[config.mk]
export PLATFORM = sky130hd
export DESIGN_NAME = tdc_meas_ctrl
export DESIGN_NICKNAME = d
export VERILOG_FILES = /design/src/rtl/tdc_meas_ctrl.sv
export SDC_FILE = /design/constraint.sdc
export NUM_CORES = 1
export LEC_CHECK = 0
export CAP_MARGIN = 0
export CORE_MARGIN = 1
export CORE_UTILIZATION = 39
export CTS_CLUSTER_DIAMETER = 100
export DETAILED_ROUTE_END_ITERATION = 8
export GPL_ROUTABILITY_DRIVEN = 0
export PLACE_DENSITY = 0.66
export RECOVER_POWER = 25
export SLEW_MARGIN = 20
export SYNTH_ARGS = -nofsm -noshare
export SYNTH_HDL_FRONTEND = slang
export SYNTH_SLANG_ARGS = --single-unit
[constraint.sdc]
create_clock -name clk -period 2.53 [get_ports clk]
set_clock_uncertainty 0.1 [all_clocks]
set_input_delay 0.6325 -clock clk [delete_from_list [all_inputs] [get_ports clk]]
set_output_delay 0.6325 -clock clk [all_outputs]
set_load 0.02 [all_outputs]
[src/rtl/tdc_meas_ctrl.sv]
// Measurement sequencer for the TDC core: drives launch/capture strobes, accumulates
// 2^log_n hamming-weight samples and returns sum/avg/min/max over a valid/ready port.
module tdc_meas_ctrl #(
  parameter int N          = 64,
  parameter int MAX_LOG    = 8,
  parameter int SETTLE_CYC = 3,
  parameter int DLY_W      = 8,
  localparam int HW_W      = $clog2(N) + 1
) (
  input  logic                    clk,
  input  logic                    rst_n,
  input  logic                    start,
  input  logic                    abort,
  input  logic [DLY_W-1:0]        cfg_cap_dly,
  input  logic [3:0]              cfg_log_n,
  input  logic                    cfg_tog,
  input  logic [HW_W-1:0]         hw_in,
  output logic                    clk_launch,
  output logic                    clk_capture,
  output logic                    pg_tog,
  output logic                    busy,
  output logic                    res_valid,
  input  logic                    res_ready,
  output logic [HW_W+MAX_LOG-1:0] res_sum,
  output logic [HW_W-1:0]         res_avg,
  output logic [HW_W-1:0]         res_min,
  output logic [HW_W-1:0]         res_max
);

  localparam int SUM_W = HW_W + MAX_LOG;
  localparam int CNT_W = MAX_LOG + 1;
  localparam int SC_W  = (SETTLE_CYC > 1) ? $clog2(SETTLE_CYC) : 1;
  localparam logic [3:0]      MAX_LOG_L = 4'(MAX_LOG);
  localparam logic [SC_W-1:0] SC_LOAD   = SC_W'((SETTLE_CYC > 0) ? SETTLE_CYC - 1 : 0);

  typedef enum logic [2:0] {
    IDLE, LAUNCH, WAIT_CAP, CAPTURE, SETTLE, SAMPLE, RESULT
  } state_t;

  state_t state, state_nx;

  logic [DLY_W-1:0] dly;
  logic [DLY_W-1:0] wcnt;
  logic [SC_W-1:0]  scnt;
  logic [3:0]       log_n;
  logic             tog_en;
  logic [SUM_W-1:0] acc_sum, sum_nx;
  logic [HW_W-1:0]  acc_min, acc_max, min_nx, max_nx;
  logic [CNT_W-1:0] count, count_nx;
  logic             last;

  always_comb begin
    sum_nx   = acc_sum + SUM_W'(hw_in);
    min_nx   = (hw_in < acc_min) ? hw_in : acc_min;
    max_nx   = (hw_in > acc_max) ? hw_in : acc_max;
    count_nx = count + CNT_W'(1);
    last     = (count_nx == (CNT_W'(1) << log_n));
    state_nx = state;
    case (state)
      IDLE:     if (start) state_nx = LAUNCH;
      LAUNCH:   state_nx = (dly != '0) ? WAIT_CAP : CAPTURE;
      WAIT_CAP: if (wcnt == '0) state_nx = CAPTURE;
      CAPTURE:  state_nx = (SETTLE_CYC > 0) ? SETTLE : SAMPLE;
      SETTLE:   if (scnt == '0) state_nx = SAMPLE;
      SAMPLE:   state_nx = last ? RESULT : LAUNCH;
      RESULT:   if (res_ready) state_nx = IDLE;
      default:  state_nx = IDLE;
    endcase
    // abort overrides everything, including a start seen in IDLE
    if (abort) state_nx = IDLE;
  end

  always_ff @(posedge clk or negedge rst_n) begin
    if (!rst_n) state <= IDLE;
    else        state <= state_nx;
  end

  // Outputs are registered from the next state so each strobe is high exactly
  // during the cycle its state is occupied.
  always_ff @(posedge clk or negedge rst_n) begin
    if (!rst_n) begin
      clk_launch  <= 1'b0;
      clk_capture <= 1'b0;
      busy        <= 1'b0;
      res_valid   <= 1'b0;
    end else begin
      clk_launch  <= (state_nx == LAUNCH);
      clk_capture <= (state_nx == CAPTURE);
      busy        <= (state_nx != IDLE);
      res_valid   <= (state_nx == RESULT);
    end
  end

  always_ff @(posedge clk or negedge rst_n) begin
    if (!rst_n) begin
      dly     <= '0;
      log_n   <= '0;
      tog_en  <= 1'b0;
      wcnt    <= '0;
      scnt    <= '0;
      acc_sum <= '0;
      acc_min <= '1;
      acc_max <= '0;
      count   <= '0;
      pg_tog  <= 1'b0;
      res_sum <= '0;
      res_avg <= '0;
      res_min <= '0;
      res_max <= '0;
    end else begin
      if (state == IDLE && state_nx == LAUNCH) begin
        dly     <= cfg_cap_dly;
        log_n   <= (cfg_log_n > MAX_LOG_L) ? MAX_LOG_L : cfg_log_n;
        tog_en  <= cfg_tog;
        acc_sum <= '0;
        acc_min <= '1;
        acc_max <= '0;
        count   <= '0;
      end
      if (state == LAUNCH && state_nx == WAIT_CAP) wcnt <= dly - DLY_W'(1);
      else if (state == WAIT_CAP && wcnt != '0)    wcnt <= wcnt - DLY_W'(1);
      if (state == CAPTURE && state_nx == SETTLE)  scnt <= SC_LOAD;
      else if (state == SETTLE && scnt != '0)      scnt <= scnt - SC_W'(1);
      if (state == SAMPLE && !abort) begin
        acc_sum <= sum_nx;
        acc_min <= min_nx;
        acc_max <= max_nx;
        count   <= count_nx;
        if (tog_en) pg_tog <= ~pg_tog;
        if (last) begin
          res_sum <= sum_nx;
          res_avg <= HW_W'(sum_nx >> log_n);
          res_min <= min_nx;
          res_max <= max_nx;
        end
      end
    end
  end

endmodule
# --- Word-level counts from Yosys, hierarchy flattened ---
# Cells that the tools add are included.
op_classes:
  n_shift: 2
  n_mux: 23
  n_eq_ne: 12
  bitwise_logic: 1
  n_addsub: 5
  n_reduce_logical: 19
  n_lt_le_gt_ge: 3
ops:
  columns: ["operator", "n"]
  rows:
  - ["7-bit 2-to-1 mux", 6]
  - ["15-bit 2-to-1 mux", 2]
  - ["3-bit one-hot mux with 7 select lines", 1]
  - ["3-bit 2-to-1 mux", 6]
  - ["9-bit 2-to-1 mux", 2]
  - ["8-bit 2-to-1 mux", 2]
  - ["8-bit nonzero test", 2]
  - ["8-bit by 1-bit subtractor with 8-bit output, second input constant", 2]
  - ["15-bit by 7-bit adder with 15-bit output", 1]
  - ["3-bit == test, second input constant", 5]
  - ["15-bit by 4-bit >> shifter with 7-bit output", 1]
  - ["3-bit by 2-bit == test with 1-bit output, second input constant", 4]
  - ["9-bit by 1-bit adder with 9-bit output, second input constant", 1]
  - ["9-bit == test", 1]
  - ["1-bit by 4-bit << shifter with 9-bit output, first input constant", 1]
  - ["8-bit zero test", 1]
  - ["2-bit nonzero test", 4]
  - ["7-bit greater-than comparator", 1]
  - ["7-bit < comparator", 1]
  - ["3-bit by 1-bit == test with 1-bit output, second input constant", 2]
  - ["1-bit logical AND", 6]
  - ["4-bit greater-than comparator, second input constant", 1]
  - ["2-bit 2-to-1 mux", 2]
  - ["4-bit 2-to-1 mux", 1]
  - ["other kinds (8)", 9]
totals:
  register_bits: 105
  out_inout_bits: 41
  in_bits: 25

# --- Longest topological paths before layout ---
depth:
  word_depth: 9
  ltp_mapped: 12

# --- Least setup slack after synthesis ---
# OpenSTA, ideal clock, no wires.
synth_path:
  path_type: "in2reg"
  startpoint: "in hw_in[0]"
  endpoint: "reg res_avg[5]"
  path_buffers: 0
  slack_ps: -423
  arrival_ps: 2727
  path_stages: 11
  setup_ps: 126
  cell_sequence: "ha_1 inv_1 fa_1 nor2b_1 o31a_1 o2111ai_2 xor2_1 mux2i_1 a221oi_1 nor3_1 o32a_1"
synth_via:
  elab_chain_len: 2
synth_lines:
  columns: ["item", "line_no", "text"]
  rows:
  - ["start, declared", "17", "input logic [HW_W-1:0] hw_in,"]
  - ["15-bit by 7-bit adder with 15-bit output", "53", "sum_nx = acc_sum + SUM_W'(hw_in);"]
  - ["15-bit by 4-bit >> shifter with 7-bit output", "132", "res_avg <= HW_W'(sum_nx >> log_n);"]
  - ["end signal, assigned", "132", null]
  - ["end, declared", "25", "output logic [HW_W-1:0] res_avg,"]
# Every way passes these cells.
# A chain may end at the register's enable or synchronous reset.

# --- Final worst setup path ---
layout_path:
  startpoint: "in hw_in[2]"
  endpoint: "reg res_avg[2]"
# Same word-level chain as after synthesis.

==> run metrics <==
status=finished, violations left; failing checks=negative setup slack; max-cap check violation count=0; final WL=around 18 mm; Fmax achieved=roughly 0.37 GHz; total CTS buffers=9; EDFF count, synth=0; Reg area=about 2600 sq um; fin. max-slew vios=0; crit path DAT=roughly 2.9 ns; die extent in y=around 130 um; Multi-input gate area=between 4000 and 5000 sq um; Worst-Margin Slew=around 1.1 ns; worst hold path type=input port to asynchronous set/reset pin; filler cell count=approximately 1200; CP Data Required Time=~2.7 ns; Routed Antenna Nets=0; sequential area share after synthesis=42.1%; slowest cell on the critical path=mux2_4; area delta synth->final=50.8%; syn avg cell area=just over 9 sq um; core area=roughly 15000 sq um; LEAKAGE=0.00414 uW; die span in x=129 um; Syn Nets=approximately 730; Final min period=approximately 2.7 ns; RSZ-0062 raised after global routing=true; Setup WS post-layout=-0.179 ns; DRT Pass-1 Iters=5; GRT Util Overall=21.8%; CTS tree=yes; CTS clock-pin slew for the worst setup and hold paths=0.07 ns; initial antenna violation count=0; Netlist cell types=slightly below 70; vias in the first global route=a little under 6000; row cnt=45; final instance count without filler cells=about 1100; final hold violations=0; post-synthesis cell area=approximately 6300 sq um; Starting Density=40.6%; CP Launch Type=input port; port bufs=65; first-pass GRT wire length=approximately 29 mm; via count=6025; Top cell by count, worst path=buf_4; CP Capture Type=register; vias per inst=5.51; Top FF cell, synth=dfrtp_1; Starting DRT DRC Count=between 400 and 500; peak supply drop=about 0.35 mV; Die ar.=16600 sq um; Final #Nets=between 900 and 1000; layout cells sized above 1=a little under two fifths; total clock sinks=~110; total congestion overflow=0; Max H-tree Level=3; pin count of the biggest net entering global routing=64; Setup Crit Path Kind=input port to register; CTS root buf=clkbuf_16; CTS Hold Bufs=0; worst skew pair latency=0.36 ns; crit path cell chain=clkdlybuf4s15_2 > ha_4 > nor2b_4 > buf_4 > o31ai_4 > buf_4 > a21oi_2 > a21o_1 > mux2_4 > o41ai_4 > nor4_2 > o21ai_1; Max FO, Critical Path=4; IO Count=66; async set or reset register ratio after synthesis=100%; Setup violations, final=25; Clock Tree Buf Depth=2; power per cell area=between 500 and 600 nW/um^2; # DRC=0; Worst slew margin=between 20 and 30%; pre-CTS WS=-1.09 ns; post-synthesis cell count=slightly below 700; Ys Warns=0; crit share post-route=107%; DR WL/cell=roughly 17 um; worst stage delay on the critical path=0.32 ns; number of synthesized register bits=105; Placed Cells=about 1000; ant diodes=0; Detail Placement HPWL=around 12 mm
==> final cells by class <==
type,instances,share of cell area [%]
Clock buffer,9,2.39
Clock inverter,7,1.09
Inverter,31,1.23
Multi-Input combinational cell,513,44.1
Sequential cell,105,27.9
Tap cell,211,2.80
Timing Repair Buffer,218,20.4
==> worst paths after layout <==
kind / startpoint / end / slack [ns] / cells past startpoint
worst min register to register: pg_tog / pg_tog / 0.38 / 1
worst max register to register: acc_sum[0] / res_avg[2] / -0.16 / 13
worst max-delay path: hw_in[2] / res_avg[2] / -0.18 / 12
worst min-delay path: rst_n / state[0] / 0.35 / 1
max in group asynchronous: rst_n / count[2] / 0.40 / 2
min in group clk: pg_tog / pg_tog / 0.38 / 1
==> stage by stage <==
step | instance area (sq um) | TNS (ns) | power (uW) | util [%] | hold WS, ns
6_report | 9440 | -1.65 | 5140 | 61.2 | 0.351
3_5_place_dp | 7990 | -34.50 | 3310 | 51.8 | 0.366
2_1_floorplan | 6350 | -1.11 | 2760 | - | 0.237
4_1_cts | 8720 | -0.347 | 4960 | 56.5 | 0.0578
3_3_place_gp | 7990 | -31.98 | 3270 | 51.8 | 0.360
5_1_grt | 9440 | -4.72 | 5390 | 61.2 | 0.404
==> Yosys cell counts, types with 15 or more instances <==
master | number | share of area (%)
dfrtp_1 | 98 | 39
nand2_1 | 93 | 5.6
nor2_1 | 45 | 2.7
o21ai_0 | 45 | 3.6
inv_1 | 30 | 1.8
mux2i_1 | 29 | 4.6
a21oi_1 | 27 | 2.2
clkbuf_1 | 23 | 1.4
ha_1 | 23 | 4.6
o21ai_1 | 23 | 1.8
mux2_2 | 16 | 2.9
nor3_1 | 16 | 1.3
xnor2_1 | 15 | 2.1
==> cell families after synthesis <==
logic type	after synthesis	share of synthesized area (%)
fa+ha+maj	24	4.92
mux	45	7.52
xor+xnor	28	3.92
simple gates	228	17.7
compound gates	187	19.3
flops	105	42.1
buf+inv	67	4.46
==> flip-flops by register name, summed over array words and instances, names as in the netlist, 2 cells and up <==
| register | count |
|---|---|
| res_avg | 7 |
| log_n | 4 |
| acc_sum | 15 |
| state | 3 |
| res_sum | 15 |
| res_max | 7 |
| dly | 8 |
| scnt | 2 |
| count | 9 |
| wcnt | 8 |
| acc_max | 7 |
| res_min | 7 |
| acc_min | 7 |
==> power by group <==
part / internal, uW / switching, uW / leakage (uW) / total (uW)
combinational: 771 / 816 / 0.00263 / 1590
sequential: 1840 / 151 / 0.00136 / 1990
clock: 879 / 684 / 0.000150 / 1560
==> repair_timing <==
action | CTS | global route
gates resized for setup | 79 | 111
cloned | 0 | 7
setup buffers | 14 | 19
pin swaps | 24 | 55
setup endpoints to repair | 60 | 56
==> metal layers <==
metal / part of all wire, % / GRT usage (%)
met4: 2.2 / 8.10
met2: 51 / 37.3
met3: 4.3 / 2.79
met5: 0 / 0
met1: 42 / 28.1
==> placed cells by master (no fill, tap or decap), types with 5 or more instances in the layout <==
master | Yosys | routed
a21o_1 | 6 | 6
a21oi_1 | 27 | 22
a21oi_2 | 1 | 5
a22o_1 | 8 | 8
a31oi_1 | 6 | 6
buf_4 | 0 | 136
buf_6 | 2 | 6
clkbuf_16 | 0 | 14
clkdlybuf4s50_1 | 0 | 57
dfrtp_1 | 98 | 97
dfstp_2 | 7 | 7
ha_1 | 23 | 15
ha_4 | 0 | 7
inv_1 | 30 | 28
mux2_2 | 16 | 12
mux2i_1 | 29 | 25
nand2_1 | 93 | 69
nand2_2 | 0 | 13
nand2_4 | 0 | 11
nand2b_1 | 5 | 5
nand3_1 | 14 | 12
nor2_1 | 45 | 45
nor3_1 | 16 | 7
nor3_2 | 0 | 6
o21ai_0 | 45 | 35
o21ai_1 | 23 | 8
o21ai_2 | 0 | 23
o22ai_1 | 14 | 12
o31a_1 | 5 | 5
o31ai_1 | 9 | 8
or3_1 | 8 | 6
xnor2_1 | 15 | 9
xnor2_2 | 0 | 5
xor2_1 | 13 | 11
==> critical path: cells and delay by family <==
| kind | cells | cell delay, ns |
|---|---|---|
| and+or+nand+nor | 2 | 0.22 |
| AOI/OAI and AO/OA | 5 | 0.87 |
| muxes | 1 | 0.32 |
| adders and majority gates | 1 | 0.27 |
| buffers and inverters | 3 | 0.55 |
(Power assumes the default switching activity.)
